==> config.mk <==
export PLATFORM = sky130hd
export DESIGN_NAME = sipo_serial_receiver
export DESIGN_NICKNAME = d
export VERILOG_FILES = /design/src/rtl/sipo_serial_receiver.sv
export SDC_FILE = /design/constraint.sdc
export NUM_CORES = 1
export LEC_CHECK = 0
export BUFFER_PORTS_ARGS = -buffer_cell sky130_fd_sc_hd__clkbuf_2
export CORE_ASPECT_RATIO = 0.8
export CORE_MARGIN = 2
export CORE_UTILIZATION = 51
export DETAILED_ROUTE_END_ITERATION = 8
export MAX_ROUTING_LAYER = met4
export PLACE_DENSITY = 0.71
export SYNTH_ARGS = -nofsm -noshare
export SYNTH_HDL_FRONTEND = slang
export SYNTH_SLANG_ARGS = --single-unit
==> constraint.sdc <==
create_clock -name CLOCK_50 -period 3.55 [get_ports CLOCK_50]
set_clock_uncertainty 0.05 [all_clocks]
set_input_delay 0.5325 -clock CLOCK_50 [delete_from_list [all_inputs] [get_ports CLOCK_50]]
set_output_delay 0.5325 -clock CLOCK_50 [all_outputs]
set_load 0.03 [all_outputs]
==> src/rtl/sipo_serial_receiver.sv <==
// Serial-in parallel-out receiver: start-bit detect on an idle-high line, LSB-first
// mid-bit sampling of 8 data bits, stop-bit check, one-cycle valid / error strobes.
module sipo_serial_receiver #(
  parameter int CLKS_PER_BIT = 16,
  parameter int SYNC_STAGES  = 2
) (
  input  logic       CLOCK_50,
  input  logic       Reset,
  input  logic       Serial_In,
  output logic [7:0] Parallel_Data,
  output logic       Data_Valid,
  output logic       Framing_Error,
  output logic       Busy
);

  localparam int CW = $clog2(CLKS_PER_BIT);

  localparam logic [2:0] S_IDLE      = 3'd0;
  localparam logic [2:0] S_START     = 3'd1;
  localparam logic [2:0] S_DATA      = 3'd2;
  localparam logic [2:0] S_STOP      = 3'd3;
  localparam logic [2:0] S_WAIT_IDLE = 3'd4;

  localparam logic [CW-1:0] HALF_M1 = CW'(CLKS_PER_BIT / 2 - 1);
  localparam logic [CW-1:0] FULL_M1 = CW'(CLKS_PER_BIT - 1);

  logic [SYNC_STAGES-1:0] r_sync;
  logic [2:0]             r_state;
  logic [CW-1:0]          r_cnt;
  logic [2:0]             r_bitCnt;
  logic [7:0]             r_shreg;
  logic [7:0]             r_data;
  logic                   r_valid;
  logic                   r_ferr;
  logic                   r_busy;
  logic                   w_rxS;

  // Synchronizer resets to the idle (high) level so a reset never looks like a start bit.
  always_ff @(posedge CLOCK_50) begin
    if (Reset) r_sync <= '1;
    else       r_sync <= {r_sync[SYNC_STAGES-2:0], Serial_In};
  end

  assign w_rxS = r_sync[SYNC_STAGES-1];

  always_ff @(posedge CLOCK_50) begin
    if (Reset) begin
      r_state  <= S_IDLE;
      r_cnt    <= '0;
      r_bitCnt <= '0;
      r_shreg  <= 8'hFF;
      r_data   <= 8'h00;
      r_valid  <= 1'b0;
      r_ferr   <= 1'b0;
      r_busy   <= 1'b0;
    end else begin
      r_valid <= 1'b0;
      r_ferr  <= 1'b0;
      case (r_state)
        S_IDLE: begin
          r_cnt    <= '0;
          r_bitCnt <= '0;
          if (!w_rxS) begin
            r_state <= S_START;
            r_busy  <= 1'b1;
          end
        end
        // Re-check the start bit at its midpoint; a high line here means it was a glitch.
        S_START: begin
          if (r_cnt == HALF_M1) begin
            r_cnt <= '0;
            if (!w_rxS) begin
              r_state <= S_DATA;
            end else begin
              r_state <= S_IDLE;
              r_busy  <= 1'b0;
            end
          end else begin
            r_cnt <= r_cnt + 1'b1;
          end
        end
        S_DATA: begin
          if (r_cnt == FULL_M1) begin
            r_cnt    <= '0;
            r_shreg  <= {w_rxS, r_shreg[7:1]};
            r_bitCnt <= r_bitCnt + 1'b1;
            if (r_bitCnt == 3'd7) r_state <= S_STOP;
          end else begin
            r_cnt <= r_cnt + 1'b1;
          end
        end
        // Returning to IDLE mid-stop-bit lets a back-to-back start bit be caught on time.
        S_STOP: begin
          if (r_cnt == FULL_M1) begin
            r_cnt <= '0;
            if (w_rxS) begin
              r_data  <= r_shreg;
              r_valid <= 1'b1;
              r_state <= S_IDLE;
              r_busy  <= 1'b0;
            end else begin
              r_ferr  <= 1'b1;
              r_state <= S_WAIT_IDLE;
            end
          end else begin
            r_cnt <= r_cnt + 1'b1;
          end
        end
        S_WAIT_IDLE: begin
          if (w_rxS) begin
            r_state <= S_IDLE;
            r_busy  <= 1'b0;
          end
        end
        default: begin
          r_state <= S_IDLE;
          r_busy  <= 1'b0;
        end
      endcase
    end
  end

  assign Parallel_Data = r_data;
  assign Data_Valid    = r_valid;
  assign Framing_Error = r_ferr;
  assign Busy          = r_busy;

endmodule

==> run summary, run 1 <==
Clk sinks - 31
Unrepaired setup endpoints after global routing - false
Die Span Y - 50.3 um
Port buffer count - 13
Flop2flop setup slack - 1700 ps
Yosys cell types - 39
Clk Latency, worst-skew pair - 320 ps
Post-CTS Setup Inserts - 0
DRT iter0 DRCs - 65
RD Place Congestion - 0.861
Cts hold-fix bufs - 0
Met1 Use GR - 28.0%
DR DRC count - 0
GRT met3 Usage - 5.41%
Initial antenna violation count - 0
Nets@finish - 161
WHS Endpoint - r_sync[0]
Post-DP HPWL - 1840 um
Max VDD drop - 0.000250 V
Post-Route Utilization - 58.6%
Pwr per Cell Area - 381 mW/mm^2
Synthesized flop and latch total - 31
Row count - 16
First-pass GRT wire length - 4130 um
PostCTS Resize Cnt - 0
Ant diodes - 0
Post-route minimum period - 1850 ps
RR Startpoint - r_cnt[0]
WL/cell - 13.5 um
Via Count - 1114
Synth warn - 0
R2r endpoint - r_bitCnt[0]
Period Utilization, post-route - 52.1%
Total grt overflow - 0
Post-DRT Antenna Nets - 0
Hold Startpoint - Serial_In
CTS Buf Count - 5
Maxcap violations - 0
GRT Util Overall - 18.6%
Die W - 61.9 um
Measured slew at the worst slew-check pin - 624 ps
Die area - 0.00311 mm^2
Crit end category - register
Hold Crit Class - in -> reg
H-tree levels - 2
Sequential area share after synthesis - 45.4%
Max FO, Critical Path - 11
Max Fclk - 540 MHz
Post-Synthesis Cells - 146
Setup violators final - 0
Global Route met2 Usage - 22.6%
Core Region - 0.00250 mm^2
Syn Nets - 152
Post-DR vias/cell - 5.80
Leakage - 0.516 nW
Final Hold Viols - 0
Final wirelength - 2600 um
GRT Max-Usage Layer - met1
CTS tree - yes
Largest net degree at the start of global routing - 36
Root Buffer - clkbuf_4
Pre-antenna DRT Iters - 4
Share of layout cells above drive strength 1 - 18.6%
Syn avg cell area - 9.37 um^2
R2R depth - 5
Final setup TNS - 0 ps
Status - finished clean
Hold Path Stages - 2
Slew HR - 58.4%
WP data required - 3720 ps
Syn Std Cell Area - 0.00137 mm^2
Clock Pin Slew Worst Setup and Hold Paths - 90 ps
WP data arrival - 2020 ps
Layout area overhead - 7.14%
Slew Limit Fails - 0
WS Path Type - reg -> reg
Vias in the first global route - 876
# IOs - 14
Max clock buf depth - 2
Initial cell density of the core - 54.7%
Setup crit start kind - register
## worst max path at each step
| stage | to | startpoint | slack, ps |
|---|---|---|---|
| 2_1_floorplan | r_bitCnt[0] | r_cnt[0] | 2070 |
| 3_3_place_gp | r_bitCnt[0] | r_cnt[0] | 1820 |
| 3_5_place_dp | r_bitCnt[0] | r_cnt[0] | 1740 |
| 4_1_cts | r_bitCnt[0] | r_cnt[0] | 1720 |
| 5_1_grt | r_bitCnt[0] | r_cnt[0] | 1610 |
| 6_report | r_bitCnt[0] | r_cnt[0] | 1700 |
## placed cells by master (no fill, tap or decap), types with 3 or more instances in the layout
cell type / instances
nand3b_1: 3
nand4_1: 3
inv_1: 4
mux2i_1: 10
nand3_1: 10
nand2_1: 4
nor2_1: 13
o21ai_0: 9
clkbuf_4: 5
dfxtp_1: 31
a21oi_1: 12
ha_1: 3
clkbuf_2: 13
nand2b_1: 3
## critical path, cell delays in order, from the launching register on
cell      delay [ps]
dfxtp_1          420
ha_1             310
nand3b_2         220
nor3_2           150
buf_4            250
mux2_2           350
## per-stage QoR
stage	hold WS, ps	instances	setup WS (ps)	area [um^2]	power (mW)
CTS	326	192	1720	1470	0.564
global placement	343	184	1820	1420	0.379
finish	337	192	1700	1470	0.558
detailed placement	351	184	1740	1420	0.380
floorplan	339	146	2070	1370	0.376
global route	318	192	1610	1470	0.585
## area by class of cell
| class | instances | area (um^2) |
|---|---|---|
| repair buffers | 14 | 72.6 |
| flip-flops and latches | 31 | 621 |
| clock inverters | 1 | 5.00 |
| inverters | 4 | 15.0 |
| fillers | 214 | 1040 |
| clock buffers | 7 | 45.0 |
| well taps | 36 | 45.0 |
| multi-input cells | 99 | 662 |
## power breakdown
group          total [mW]  internal [mW]  leakage [nW]  switching, mW
Combinational      0.0178        0.00703         0.236         0.0108
Clock               0.187         0.0770        0.0293          0.110
Sequential          0.354          0.350         0.251        0.00367
## layer usage
layer  wire length [um]  vias up  part of all wire (%)
met2               1090       38                    42
met4                 29        0                   1.1
met1               1340      523                    51
met5                  0        -                     0
li1                   -      549                     -
met3                140        4                   5.4
## synth_stat cells (all sizes together)
master / number / area (um^2)
dfxtp: 31 / 621
nor2: 13 / 48.8
a21oi: 12 / 60.1
mux2i: 10 / 100
nand3: 10 / 50.1
o21ai: 9 / 45.0
buf: 8 / 55.1
clkbuf: 4 / 15.0
inv: 4 / 15.0
nand2: 4 / 15.0
nand3b: 4 / 33.8
ha: 3 / 37.5
nand2b: 3 / 18.8
nand4: 3 / 18.8
nor3: 3 / 20.0
a21boi: 2 / 15.0
and3: 2 / 12.5
and3b: 2 / 17.5
o21ba: 2 / 20.0
or2: 2 / 12.5
a2111oi: 1 / 10.0
a211oi: 1 / 7.51
a221oi: 1 / 8.76
a311o: 1 / 10.0
and4: 1 / 8.76
mux2: 1 / 11.3
o2111ai: 1 / 8.76
o211ai: 1 / 7.51
o311ai: 1 / 8.76
o31a: 1 / 8.76
o31ai: 1 / 7.51
or3: 1 / 11.3
or3b: 1 / 8.76
or4b: 1 / 10.0
xnor2: 1 / 8.76
## state kept, by name, summed over array words and instances, names as in the netlist
name	count
Framing_Error	1
r_sync	2
r_cnt	4
r_state	3
Parallel_Data	8
r_shreg	8
r_bitCnt	3
Busy	1
Data_Valid	1
## cells by family (layout without fill, tap and decap cells)
kind of cell	after synthesis	after routing	share of synthesized area, %
AOI/OAI and AO/OA	34	34	15.9
xor gates and xnor gates	1	1	0.641
adders and majority gates	3	3	2.75
buffers and inverters	16	26	6.22
DFF	31	31	45.4
muxes	11	11	8.14
and+or+nand+nor	50	50	21.0
No activity file was read; power rests on OpenSTA's default activity.
==> run 2, diff against run 1 <==
- PLACE_DENSITY: 0.71 -> 0.73
- clock period: 3.55 -> 1.67 ns (I/O delays scaled with it)
==> run summary, run 2 (synthesis results as in run 1) <==
Core Region - 0.00250 mm^2 (unchanged)
Dpl ws - 82.5 ps (was 1740 ps)
Pwr per Cell Area - 786 mW/mm^2 (was 381 mW/mm^2)
Post-route minimum period - 1520 ps (was 1850 ps)
Crit end category - register (unchanged)
Clock Pin Slew Worst Setup and Hold Paths - 100 ps (was 90 ps)
Highest-count cells in the layout ignoring fill and taps - dfxtp_1 (31), nor2_1 (13), clkbuf_2 (13) (unchanged)
Worst setup startpoint - r_cnt[3] (was r_cnt[0])
Initial cell density of the core - 54.7% (unchanged)
DR DRC count - 0 (unchanged)
Max clock buf depth - 2 (unchanged)
Slew HR - 73.1% (was 58.4%)
Hold Crit Class - in -> reg (unchanged)
Ant diodes - 0 (unchanged)
Via Count - 1149 (was 1114)
Vias in the first global route - 1070 (was 876)
First-pass GRT wire length - 4920 um (was 4130 um)
# IOs - 14 (unchanged)
WP data required - 1880 ps (was 3720 ps)
Clk Latency, worst-skew pair - 340 ps (was 320 ps)
Worst setup margin - 153 ps (was 1700 ps)
Post-CTS Setup Inserts - 0 (unchanged)
Setup violators final - 0 (unchanged)
H-tree levels - 2 (unchanged)
Status - finished clean (unchanged)
Maxcap violations - 0 (unchanged)
Port buffer count - 13 (unchanged)
Hold Startpoint - Serial_In (unchanged)
Final Hold Viols - 0 (unchanged)
Measured slew at the worst slew-check pin - 399 ps (was 624 ps)
Share of layout cells above drive strength 1 - 22.8% (was 18.6%)
WS Path Type - reg -> reg (unchanged)
Final wirelength - 2920 um (was 2600 um)
Total power - 1.21 mW (was 0.558 mW)
Die W - 61.9 um (unchanged)
Final setup TNS - 0 ps (unchanged)
Unrepaired setup endpoints after global routing - false (unchanged)
Period Utilization, post-route - 90.9% (was 52.1%)
Slowest cell on the critical path - dfxtp_1 (unchanged)
DP Cell Count - 190 (was 184)
Post-DRT Antenna Nets - 0 (unchanged)
Clk sinks - 31 (unchanged)
DRT iter0 DRCs - 50 (was 65)
Total grt overflow - 0 (unchanged)
Row count - 16 (unchanged)
CTS tree - yes (unchanged)
Slew Limit Fails - 0 (unchanged)
Layout area overhead - 12.4% (was 7.14%)
GRT Util Overall - 22.9% (was 18.6%)
RD Place Congestion - 0.906 (was 0.861)
Pre-antenna DRT Iters - 4 (unchanged)
CTS Buf Count - 5 (unchanged)
RR Startpoint - r_cnt[3] (was r_cnt[0])
Die Span Y - 50.3 um (unchanged)
Post-DR vias/cell - 5.80 (about the same)
Root Buffer - clkbuf_4 (unchanged)
Largest net degree at the start of global routing - 17 (was 36)
Critical-path cell list - nand2_1, nor3_4, buf_6, mux2i_1 (was ha_1, nand3b_2, nor3_2, buf_4, mux2_2)
WP data arrival - 1720 ps (was 2020 ps)
Crit-path max cell delay - 580 ps (was 420 ps)
Nets@finish - 167 (was 161)
Post-DP HPWL - 2070 um (was 1840 um)
Initial antenna violation count - 0 (unchanged)
Fin cells - 198 (was 192)
Leakage - 0.547 nW (was 0.516 nW)
Setup crit start kind - register (unchanged)
Leading cell type in the layout, fill and taps excluded - dfxtp_1 (unchanged)
Max Fclk - 659 MHz (was 540 MHz)
WL/cell - 14.7 um (was 13.5 um)
Max FO, Critical Path - 10 (was 11)
Max VDD drop - 0.000470 V (was 0.000250 V)
Die area - 0.00311 mm^2 (unchanged)
-- run 2: layout make-up --
type,count,area (um^2)
multi-input combinational,99,686
clock buffer,7,45.0
sequential,31,621
fill,222,965
timing repair buffer,20,121
inverter,4,15.0
tap,36,45.0
clock inverter,1,5.00
-- run 2: timing repair --
item / 4_1_cts / 5_1_grt
gates resized for setup: 0 / 5
hold buffers: 0 / 0
setup endpoints to repair: 0 / 17
-- run 2: final timing paths --
check | to | depth (start not counted) | slack (ps)
setup / recovery | r_shreg[2] | 4 | 150
hold / removal | r_sync[0] | 2 | 50
setup reg to reg | r_shreg[2] | 4 | 150
hold reg to reg | r_sync[1] | 1 | 370
-- run 2: worst max-delay path, delay by kind of cell (launching register included) --
kind / cells / cell delay [ps]
flip-flops: 1 / 580
AND/OR/NAND/NOR: 2 / 410
multiplexers: 1 / 200
buffers and inverters: 1 / 190
-- run 2: metrics by stage --
step / instance area, um^2 / utilization (%) / hold WS, ps
3_5_place_dp: 1460 / 58.4 / 349
2_1_floorplan: 1370 / - / 304
4_1_cts: 1510 / 60.4 / 42.6
3_3_place_gp: 1460 / 58.4 / 342
6_report: 1540 / 61.5 / 45.6
5_1_grt: 1540 / 61.5 / 49.9
-- run 2: routing by layer --
| metal | share of wire, % | GRT usage [%] | wire [um] |
|---|---|---|---|
| met1 | 46 | 30.6 | 1340 |
| met4 | 1.9 | 9.57 | 56 |
| met2 | 46 | 31.9 | 1340 |
| met5 | 0 | - | 0 |
| met3 | 6.4 | 6.96 | 186 |
-- run 2: where the power goes --
part / total, mW / internal, mW / switching [mW]
clock: 0.413 / 0.164 / 0.249
sequential: 0.753 / 0.744 / 0.00890
combinational: 0.0426 / 0.0183 / 0.0243
